<file path="src/rtl/pid_seq_pkg.sv">
// Shared constants for the PID per-sample sequencer: FSM state encodings,
// default PID register addresses and a counter-width helper.
package pid_seq_pkg;

  localparam int unsigned STATE_W    = 3;
  localparam int unsigned PID_ADDR_W = 4;
  localparam int unsigned OVR_W      = 16;

  localparam logic [STATE_W-1:0] ST_IDLE    = 3'd0;
  localparam logic [STATE_W-1:0] ST_ADC_REQ = 3'd1;
  localparam logic [STATE_W-1:0] ST_WR_FB   = 3'd2;
  localparam logic [STATE_W-1:0] ST_STEP    = 3'd3;
  localparam logic [STATE_W-1:0] ST_SETTLE  = 3'd4;
  localparam logic [STATE_W-1:0] ST_RD_CTRL = 3'd5;
  localparam logic [STATE_W-1:0] ST_RD_CAP  = 3'd6;
  localparam logic [STATE_W-1:0] ST_DAC_OUT = 3'd7;

  localparam logic [PID_ADDR_W-1:0] FB_ADDR_DEF   = 4'd4;
  localparam logic [PID_ADDR_W-1:0] CTRL_ADDR_DEF = 4'd12;

  // Bits needed to hold max_val (at least one).
  function automatic int unsigned cnt_width(input int unsigned max_val);
    return (max_val < 32'd2) ? 32'd1 : 32'($clog2(max_val + 32'd1));
  endfunction

endpackage

</file>
<file path="src/rtl/pid_seq_timer.sv">
// Loadable down-counter with a zero flag. Stops at zero; a load wins over
// counting. Shared between the settle delay and the ADC timeout.
module pid_seq_timer #(
  parameter int unsigned CNT_W = 8
) (
  input  logic             clk,
  input  logic             rst,
  input  logic             i_load,
  input  logic [CNT_W-1:0] i_load_val,
  output logic             o_zero_c
);

  logic [CNT_W-1:0] r_cnt;

  // Load or count down towards zero.
  always_ff @(posedge clk or negedge rst) begin
    if (!rst) begin
      r_cnt <= '0;
    end else if (i_load) begin
      r_cnt <= i_load_val;
    end else if (r_cnt != '0) begin
      r_cnt <= r_cnt - CNT_W'(1);
    end
  end

  assign o_zero_c = (r_cnt == '0);

endmodule

</file>
<file path="src/rtl/pid_sample_sequencer.sv">
// Per-sample sequencer for the PID peripheral: on a sample tick fetch an ADC
// word, write it to the PID feedback register, pulse the step enable, read the
// control action back and present it to the DAC.
// Optional build macro PID_SEQ_TIMEOUT_EN: bounds the wait for adc_ack to
// ADC_TIMEOUT cycles and reports a sticky timeout flag.
module pid_sample_sequencer
  import pid_seq_pkg::*;
#(
  parameter int unsigned            DATA_W        = 32,
  parameter logic [PID_ADDR_W-1:0]  FB_ADDR       = FB_ADDR_DEF,
  parameter logic [PID_ADDR_W-1:0]  CTRL_ADDR     = CTRL_ADDR_DEF,
  parameter int unsigned            SETTLE_CYCLES = 2,
  parameter int unsigned            ADC_TIMEOUT   = 255
) (
  input  logic                  clk,
  input  logic                  rst,
  input  logic                  i_enable,
  input  logic                  i_tick,
  output logic                  o_adc_req,
  input  logic                  i_adc_ack,
  input  logic [DATA_W-1:0]     i_adc_data,
  output logic                  o_pid_cs,
  output logic                  o_pid_write,
  output logic                  o_pid_read,
  output logic [PID_ADDR_W-1:0] o_pid_addr,
  output logic [DATA_W-1:0]     o_pid_wdata,
  input  logic [DATA_W-1:0]     i_pid_rdata,
  output logic                  o_pid_en,
  output logic                  o_dac_valid,
  input  logic                  i_dac_ready,
  output logic [DATA_W-1:0]     o_dac_data,
  output logic                  o_busy,
  output logic [OVR_W-1:0]      o_overrun_cnt,
  output logic                  o_timeout
);

`ifdef PID_SEQ_TIMEOUT_EN
  localparam int unsigned TMR_MAX = (ADC_TIMEOUT > SETTLE_CYCLES) ? ADC_TIMEOUT : SETTLE_CYCLES;
`else
  localparam int unsigned TMR_MAX = SETTLE_CYCLES;
`endif
  localparam int unsigned TMR_W = cnt_width(TMR_MAX);
  // Timer runs load..0 inclusive, so load N-1 to spend N cycles in a state.
  localparam logic [TMR_W-1:0] SETTLE_LOAD = TMR_W'(SETTLE_CYCLES - 32'd1);
`ifdef PID_SEQ_TIMEOUT_EN
  localparam logic [TMR_W-1:0] ADC_LOAD    = TMR_W'(ADC_TIMEOUT - 32'd1);
`endif
  localparam logic [OVR_W-1:0] OVR_MAX     = '1;

  // Reject configurations that would make the settle/timeout windows empty.
  if (SETTLE_CYCLES < 1 || ADC_TIMEOUT < 1) begin : g_bad_cfg
    $error("pid_sample_sequencer: SETTLE_CYCLES and ADC_TIMEOUT must be >= 1");
  end

  logic [STATE_W-1:0]    r_state;
  logic                  r_adc_req;
  logic                  r_pid_cs;
  logic                  r_pid_write;
  logic                  r_pid_read;
  logic [PID_ADDR_W-1:0] r_pid_addr;
  logic [DATA_W-1:0]     r_pid_wdata;
  logic                  r_pid_en;
  logic                  r_dac_valid;
  logic [DATA_W-1:0]     r_dac_data;
  logic                  r_busy;
  logic [OVR_W-1:0]      r_ovr;

  logic [STATE_W-1:0]    w_state_nxt;
  logic [DATA_W-1:0]     w_wdata_nxt;
  logic [DATA_W-1:0]     w_dac_data_nxt;
  logic                  w_tmr_load;
  logic [TMR_W-1:0]      w_tmr_val;
  logic                  w_tmr_zero;
`ifdef PID_SEQ_TIMEOUT_EN
  logic                  w_timeout_set;
  logic                  r_timeout;
`endif

  pid_seq_timer #(
    .CNT_W      (TMR_W)
  ) u_timer (
    .clk        (clk),
    .rst        (rst),
    .i_load     (w_tmr_load),
    .i_load_val (w_tmr_val),
    .o_zero_c   (w_tmr_zero)
  );

  // Next-state, timer control and captured data.
  always_comb begin
    w_state_nxt    = r_state;
    w_wdata_nxt    = '0;
    w_dac_data_nxt = r_dac_data;
    w_tmr_load     = 1'b0;
    w_tmr_val      = SETTLE_LOAD;
`ifdef PID_SEQ_TIMEOUT_EN
    w_timeout_set  = 1'b0;
`endif
    case (r_state)
      ST_IDLE: begin
        if (i_tick && i_enable) begin
          w_state_nxt = ST_ADC_REQ;
`ifdef PID_SEQ_TIMEOUT_EN
          w_tmr_load  = 1'b1;
          w_tmr_val   = ADC_LOAD;
`endif
        end
      end
      ST_ADC_REQ: begin
        if (i_adc_ack) begin
          w_state_nxt = ST_WR_FB;
          w_wdata_nxt = i_adc_data;
        end
`ifdef PID_SEQ_TIMEOUT_EN
        else if (w_tmr_zero) begin
          w_state_nxt   = ST_IDLE;
          w_timeout_set = 1'b1;
        end
`endif
      end
      ST_WR_FB:   w_state_nxt = ST_STEP;
      ST_STEP: begin
        w_state_nxt = ST_SETTLE;
        w_tmr_load  = 1'b1;
        w_tmr_val   = SETTLE_LOAD;
      end
      ST_SETTLE: begin
        if (w_tmr_zero) w_state_nxt = ST_RD_CTRL;
      end
      ST_RD_CTRL: w_state_nxt = ST_RD_CAP;
      ST_RD_CAP: begin
        w_state_nxt    = ST_DAC_OUT;
        w_dac_data_nxt = i_pid_rdata;
      end
      ST_DAC_OUT: begin
        if (i_dac_ready) w_state_nxt = ST_IDLE;
      end
      default:    w_state_nxt = ST_IDLE;
    endcase
  end

  // State register plus outputs decoded from the next state, so every output is a flop.
  always_ff @(posedge clk or negedge rst) begin
    if (!rst) begin
      r_state     <= ST_IDLE;
      r_adc_req   <= 1'b0;
      r_pid_cs    <= 1'b0;
      r_pid_write <= 1'b0;
      r_pid_read  <= 1'b0;
      r_pid_addr  <= '0;
      r_pid_wdata <= '0;
      r_pid_en    <= 1'b0;
      r_dac_valid <= 1'b0;
      r_dac_data  <= '0;
      r_busy      <= 1'b0;
    end else begin
      r_state     <= w_state_nxt;
      r_adc_req   <= (w_state_nxt == ST_ADC_REQ);
      r_pid_cs    <= (w_state_nxt == ST_WR_FB) || (w_state_nxt == ST_RD_CTRL);
      r_pid_write <= (w_state_nxt == ST_WR_FB);
      r_pid_read  <= (w_state_nxt == ST_RD_CTRL);
      r_pid_addr  <= (w_state_nxt == ST_WR_FB)   ? FB_ADDR   :
                     (w_state_nxt == ST_RD_CTRL) ? CTRL_ADDR : '0;
      r_pid_wdata <= w_wdata_nxt;
      r_pid_en    <= (w_state_nxt == ST_STEP);
      r_dac_valid <= (w_state_nxt == ST_DAC_OUT);
      r_dac_data  <= w_dac_data_nxt;
      r_busy      <= (w_state_nxt != ST_IDLE);
    end
  end

  // Count ticks that arrive while a sequence is in flight, saturating.
  always_ff @(posedge clk or negedge rst) begin
    if (!rst) begin
      r_ovr <= '0;
    end else if (i_tick && (r_state != ST_IDLE) && (r_ovr != OVR_MAX)) begin
      r_ovr <= r_ovr + OVR_W'(1);
    end
  end

`ifdef PID_SEQ_TIMEOUT_EN
  // Sticky ADC timeout flag, cleared only by reset.
  always_ff @(posedge clk or negedge rst) begin
    if (!rst) begin
      r_timeout <= 1'b0;
    end else if (w_timeout_set) begin
      r_timeout <= 1'b1;
    end
  end

  assign o_timeout = r_timeout;
`else
  assign o_timeout = 1'b0;
`endif

  assign o_adc_req     = r_adc_req;
  assign o_pid_cs      = r_pid_cs;
  assign o_pid_write   = r_pid_write;
  assign o_pid_read    = r_pid_read;
  assign o_pid_addr    = r_pid_addr;
  assign o_pid_wdata   = r_pid_wdata;
  assign o_pid_en      = r_pid_en;
  assign o_dac_valid   = r_dac_valid;
  assign o_dac_data    = r_dac_data;
  assign o_busy        = r_busy;
  assign o_overrun_cnt = r_ovr;

endmodule
</file>
<file path="config.mk">
export PLATFORM = sky130hd
export DESIGN_NAME = pid_sample_sequencer
export DESIGN_NICKNAME = d
export VERILOG_FILES = /design/src/rtl/pid_seq_pkg.sv /design/src/rtl/pid_seq_timer.sv /design/src/rtl/pid_sample_sequencer.sv
export SDC_FILE = /design/constraint.sdc
export NUM_CORES = 1
export LEC_CHECK = 0
export CORE_MARGIN = 4
export CORE_UTILIZATION = 38
export DETAILED_ROUTE_END_ITERATION = 10
export PLACE_DENSITY = 0.77
export RECOVER_POWER = 25
export SYNTH_ARGS = -nofsm -noshare
export SYNTH_HDL_FRONTEND = slang
export SYNTH_HIERARCHICAL = 1
export SYNTH_SLANG_ARGS = --single-unit
</file>
<file path="constraint.sdc">
create_clock -name clk -period 1.54 [get_ports clk]
set_input_delay 0.154 -clock clk [delete_from_list [all_inputs] [get_ports clk]]
set_output_delay 0.154 -clock clk [all_outputs]
set_load 0.01 [all_outputs]
</file>
Word level (Yosys, flattened, before mapping). Index checks and enable logic that the tools add are counted.

Word-level logic and storage cells: 50. Output and inout bits: 92. Flip-flop bits (word level): 96.

Reductions and logical operators: 10. Add/subtract/negate cells: 2. Eq/ne operators: 13. Muxes and demuxes: 12.

Operators with widths (count): $mux W32 (2); $pmux W3 S8 (1); $eq A3 B3 Y1 const B (6); $add A16 B1 Y16 const B (1); $ne A16 B16 Y1 const B (1); $eq A3 B2 Y1 const B (4); $mux W3 (4); $mux W4 (2); $eq A3 B1 Y1 const B (2); $reduce_bool A3 Y1 (2); $mux W2 (2); $reduce_bool A2 Y1 (2); $logic_and A1 B1 Y1 (3); $logic_not A3 Y1 (1); $logic_not A2 Y1 (1); $sub A2 B1 Y2 const B (1); $logic_or A1 B1 Y1 (1); $mux W1 (1).

Depth between registers and ports, before layout.
Word-level depth: 6. Mapped depth: 6.

Modules after synthesis. The synthesis kept the hierarchy.

By module, submodules not included: pid_sample_sequencer (area an instance 3492.1 um2, times used 1, cells an instance 259); pid_seq_timer (area an instance 113.9 um2, times used 1, cells an instance 12).

Worst setup path before layout. No wires, ideal clock.

Path type: flip-flop to flip-flop. Start: reg r_ovr[0] (netlist: o_overrun_cnt[0]). End: reg r_ovr[1] (netlist: o_overrun_cnt[1]). Required time: 1415 ps. Setup slack: -147 ps. Stages on the path, launching flop included: 6. Data arrival time: 1562 ps. Setup time: 125 ps. Period minus slack after synthesis: 1687 ps. Cells stage by stage: dfrtp_1 > ha_1 > nand3_1 > nor4_2 > nor2_1 > mux2_4.

Cells in the longest elaborated chain, start to end: 2. Elaborated cells on any way between the ends: 3.

Ends and longest elaborated chain: start, declared (RTL line pid_sample_sequencer.sv:66) `logic [OVR_W-1:0] r_ovr;`; start signal, assigned (RTL line pid_sample_sequencer.sv:177) `r_ovr <= r_ovr + OVR_W'(1);`; parallel branches: the longest is 2 deep, another holds $add A16 B1 Y16.

Parallel ways; which one is timed is not known. A chain may end at the register's enable or synchronous reset.

Final worst setup path.
Start: reg r_ovr[5] (netlist: o_overrun_cnt[5]). End: reg r_ovr[15] (netlist: o_overrun_cnt[15]).

The elaborated chain is that of the path after synthesis.

==> impl_metrics.toml <==
[yosys]
async_flop_share_pct = 100
synthTopCellsByCount = "dfrtp_1 (92), and2_1 (34), mux2_2 (29)"
synth.most_common_cell = "dfrtp_1"
ys_warn_count = 6
synthTopCellsByArea = "dfrtp_1 (64%), mux2_2 (9.1%), and2_1 (5.9%)"
synth-seq-area-share_pct = 63.8
synth_top_area_share_pct = 63.8
yosysTopAreaCell = "dfrtp_1"
ys_types = 44
synth_flop_cell = "dfrtp_1"
synthCells = 271
netlist_area_um2 = 3610
ys_ff_latch = 92
syn_area_per_cell_um2 = 13.3
synth_edf_count = 0

[sta]
min_period_ns = 1.50
final_hold_viol_count = 0
fmax_mhz = 665
rsz0062_at_grt = "true"
relSlewSlack_pct = 52.4
fin_skew_ns = 0.0144
setup_viol = 0
min_period_over_period_pct = 97.6
worst_pin_slew_ns = 0.714
maxSlewViolCount = 0

[run]
drv_cap = 0

[routing]
wl_met3_um = 812
met1_length_um = 3400
wl_met2_um = 4320
via_per_inst = 4.66
first_iter_violations = 82
post_drt_wl_per_cell_um = 14.7
drcViolationCount = 0
ant_nets = 0
wl_um = 8710
dr.max_layer_used = "met4"
routed-via-count = 2768
drt_first_pass_iters = 4

[finish]
antennaDiodeCount = 0
finish.net_count = 533
area_growth_pct = 59.6
fill_cells = 757
drive_gt1_share_pct = 20.2
instances_no_fill = 594
utilization_pct = 62.3

[floorplanning]
rows = 35
io_pins = 162
die_w_um = 105
initial_utilization_pct = 39.0
dieHeight_um = 105
die_area_um2 = 11100
core-area_um2 = 9240

[clock_network]
clkTransAtPathRegs_ns = 0.09
clock_path_buffers = 2
cts.sink_count = 92
htree_num_levels = 3
numCtsBuffers = 9
clk-insertion-delay-late_ns = 0.35
cts-root-buf = "clkbuf_8"
cts_tree = "built"

[worst_setup_path]
cp_top_family = "simple AND/OR/NAND/NOR gates"
cp-start-kind = "flip-flop"
end_kind = "flip-flop"
crit_slowest_cell = "dfrtp_2"
rrSetupSlack_ns = 0.04
arrival_ns = 1.77
cp_num_buf_inv = 1
cp_max_fo = 5
cp_data_required_time_ns = 1.81
slowest_delay_ns = 0.42
setup.worst_path.class = "reg -> reg"
cp_cell_sequence = "nand3_2, or3_4, buf_4, nor4_4, xor2_1"

[outcome]
outcome = "finished, final reports clean"

[global_routing]
grt_pass1_wl_um = 13900
grt_max_degree = 47
grt-ovfl-total = 0
antenna_found_initial = 0
grt_usage_pct = 15.5
grt_pass1_vias = 2842

[power_and_ir_drop]
leakage_nw = 2.57
power_density_nw_per_um2 = 1520
ir_worst_vdd_mv = 0.570

[placement]
hpwlAfterDp_um = 6510
io_buffers = 158
dp_cells = 575
gp_congestion = 0.810

[worst_hold_path]
min_path_type = "in -> reg"
-- cells in the final DEF, fill, tap and decap left out, drive strengths merged, types with 2 or more instances in the layout --
cell / n
conb: 5
o21ai: 5
clkinvlp: 3
a21oi: 7
and4: 2
nand2: 5
ha: 2
xnor2: 2
clkdlybuf4s50: 147
nand4: 6
nor2: 9
nor2b: 2
nor3: 6
xor2: 5
and2: 34
mux2i: 2
a31oi: 5
mux2: 34
clkinv: 2
buf: 32
nand3: 7
inv: 8
and3: 5
dlygate4sd2: 9
nor4: 3
clkbuf: 10
dfrtp: 92
-- stage by stage --
step / TNS (ns) / setup WS [ns] / hold slack (ns) / cell area (um2) / power [mW]
after floorplan: 0 / 0.0298 / -0.142 / 3630 / 5.30
after global placement: -0.839 / -0.194 / 0.0999 / 5540 / 7.27
after detailed placement: -1.08 / -0.225 / 0.104 / 5540 / 7.40
after CTS: 0 / 0.00622 / 0.254 / 5730 / 8.84
after global routing: -0.0770 / -0.0399 / 0.336 / 5760 / 9.30
final: 0 / 0.0366 / 0.356 / 5760 / 8.75
-- logic make-up after synthesis --
logic type	Yosys count	share of synthesized area [%]
AND/OR/NAND/NOR	85	14.4
buffers and inverters	22	3.12
AO/OA/AOI/OAI	25	4.72
XOR/XNOR	7	1.70
adder cells (fa/ha/maj)	2	0.694
flip-flops	92	63.8
other	2	0.208
multiplexers	36	11.3
-- worst paths after layout --
check | startpoint | endpoint | depth (start not counted)
worst min register to register | o_dac_data[0] | o_dac_data[0] | 1
min in group asynchronous | rst | o_overrun_cnt[12] | 2
worst max-delay path | o_overrun_cnt[5] | o_overrun_cnt[15] | 5
worst max register to register | o_overrun_cnt[5] | o_overrun_cnt[15] | 5
worst min-delay path | i_adc_data[14] | o_pid_wdata[14] | 2
max in group asynchronous | rst | o_dac_data[1] | 3
-- power breakdown --
part / total (mW) / internal (mW) / switching [mW]
clock: 1.39 / 0.577 / 0.817
combinational: 3.79 / 2.30 / 1.50
sequential: 3.56 / 3.13 / 0.427
-- registers in the layout, indices dropped and copies added (netlist names) --
name / flops
u_timer/r_cnt: 2
o_adc_req: 1
o_pid_en: 1
o_pid_wdata: 32
o_busy: 1
r_state: 3
o_dac_valid: 1
o_dac_data: 32
o_pid_addr: 2
o_pid_write: 1
o_overrun_cnt: 16
-- cell type report --
| class | count | area (um2) | area share [%] |
|---|---|---|---|
| Clock buffer | 9 | 124 | 2.15 |
| Tap cell | 129 | 161 | 2.80 |
| Timing Repair Buffer | 191 | 1850 | 32.1 |
| Inverter | 7 | 26.3 | 0.457 |
| Clock inverter | 6 | 41.3 | 0.717 |
| Sequential cell | 92 | 2310 | 40.1 |
| Multi-Input combinational cell | 160 | 1250 | 21.7 |
-- worst reg2reg max path: cells and delay by family, from the launching register on --
| family | cells | cell delay, ns |
|---|---|---|
| and+or+nand+nor | 3 | 0.66 |
| DFF | 1 | 0.42 |
| xor gates and xnor gates | 1 | 0.18 |
| buffers and inverters | 1 | 0.17 |
-- repair_timing --
action / in CTS / in global routing
pin swaps: 0 / 1
endpoints found under the setup margin: 12 / 13
hold buffers: 1 / 0
setup buffers: 2 / 1
hold endpoints to repair: 26 / 0
resized for setup: 12 / 7
-- layer usage --
metal,GRT usage (%),vias to the layer above
met3,5.88,17
met4,6.56,0
li1,-,1294
met1,17.7,1342
met2,26.1,115
met5,0,-
Power figures use the tool's default switching activity.
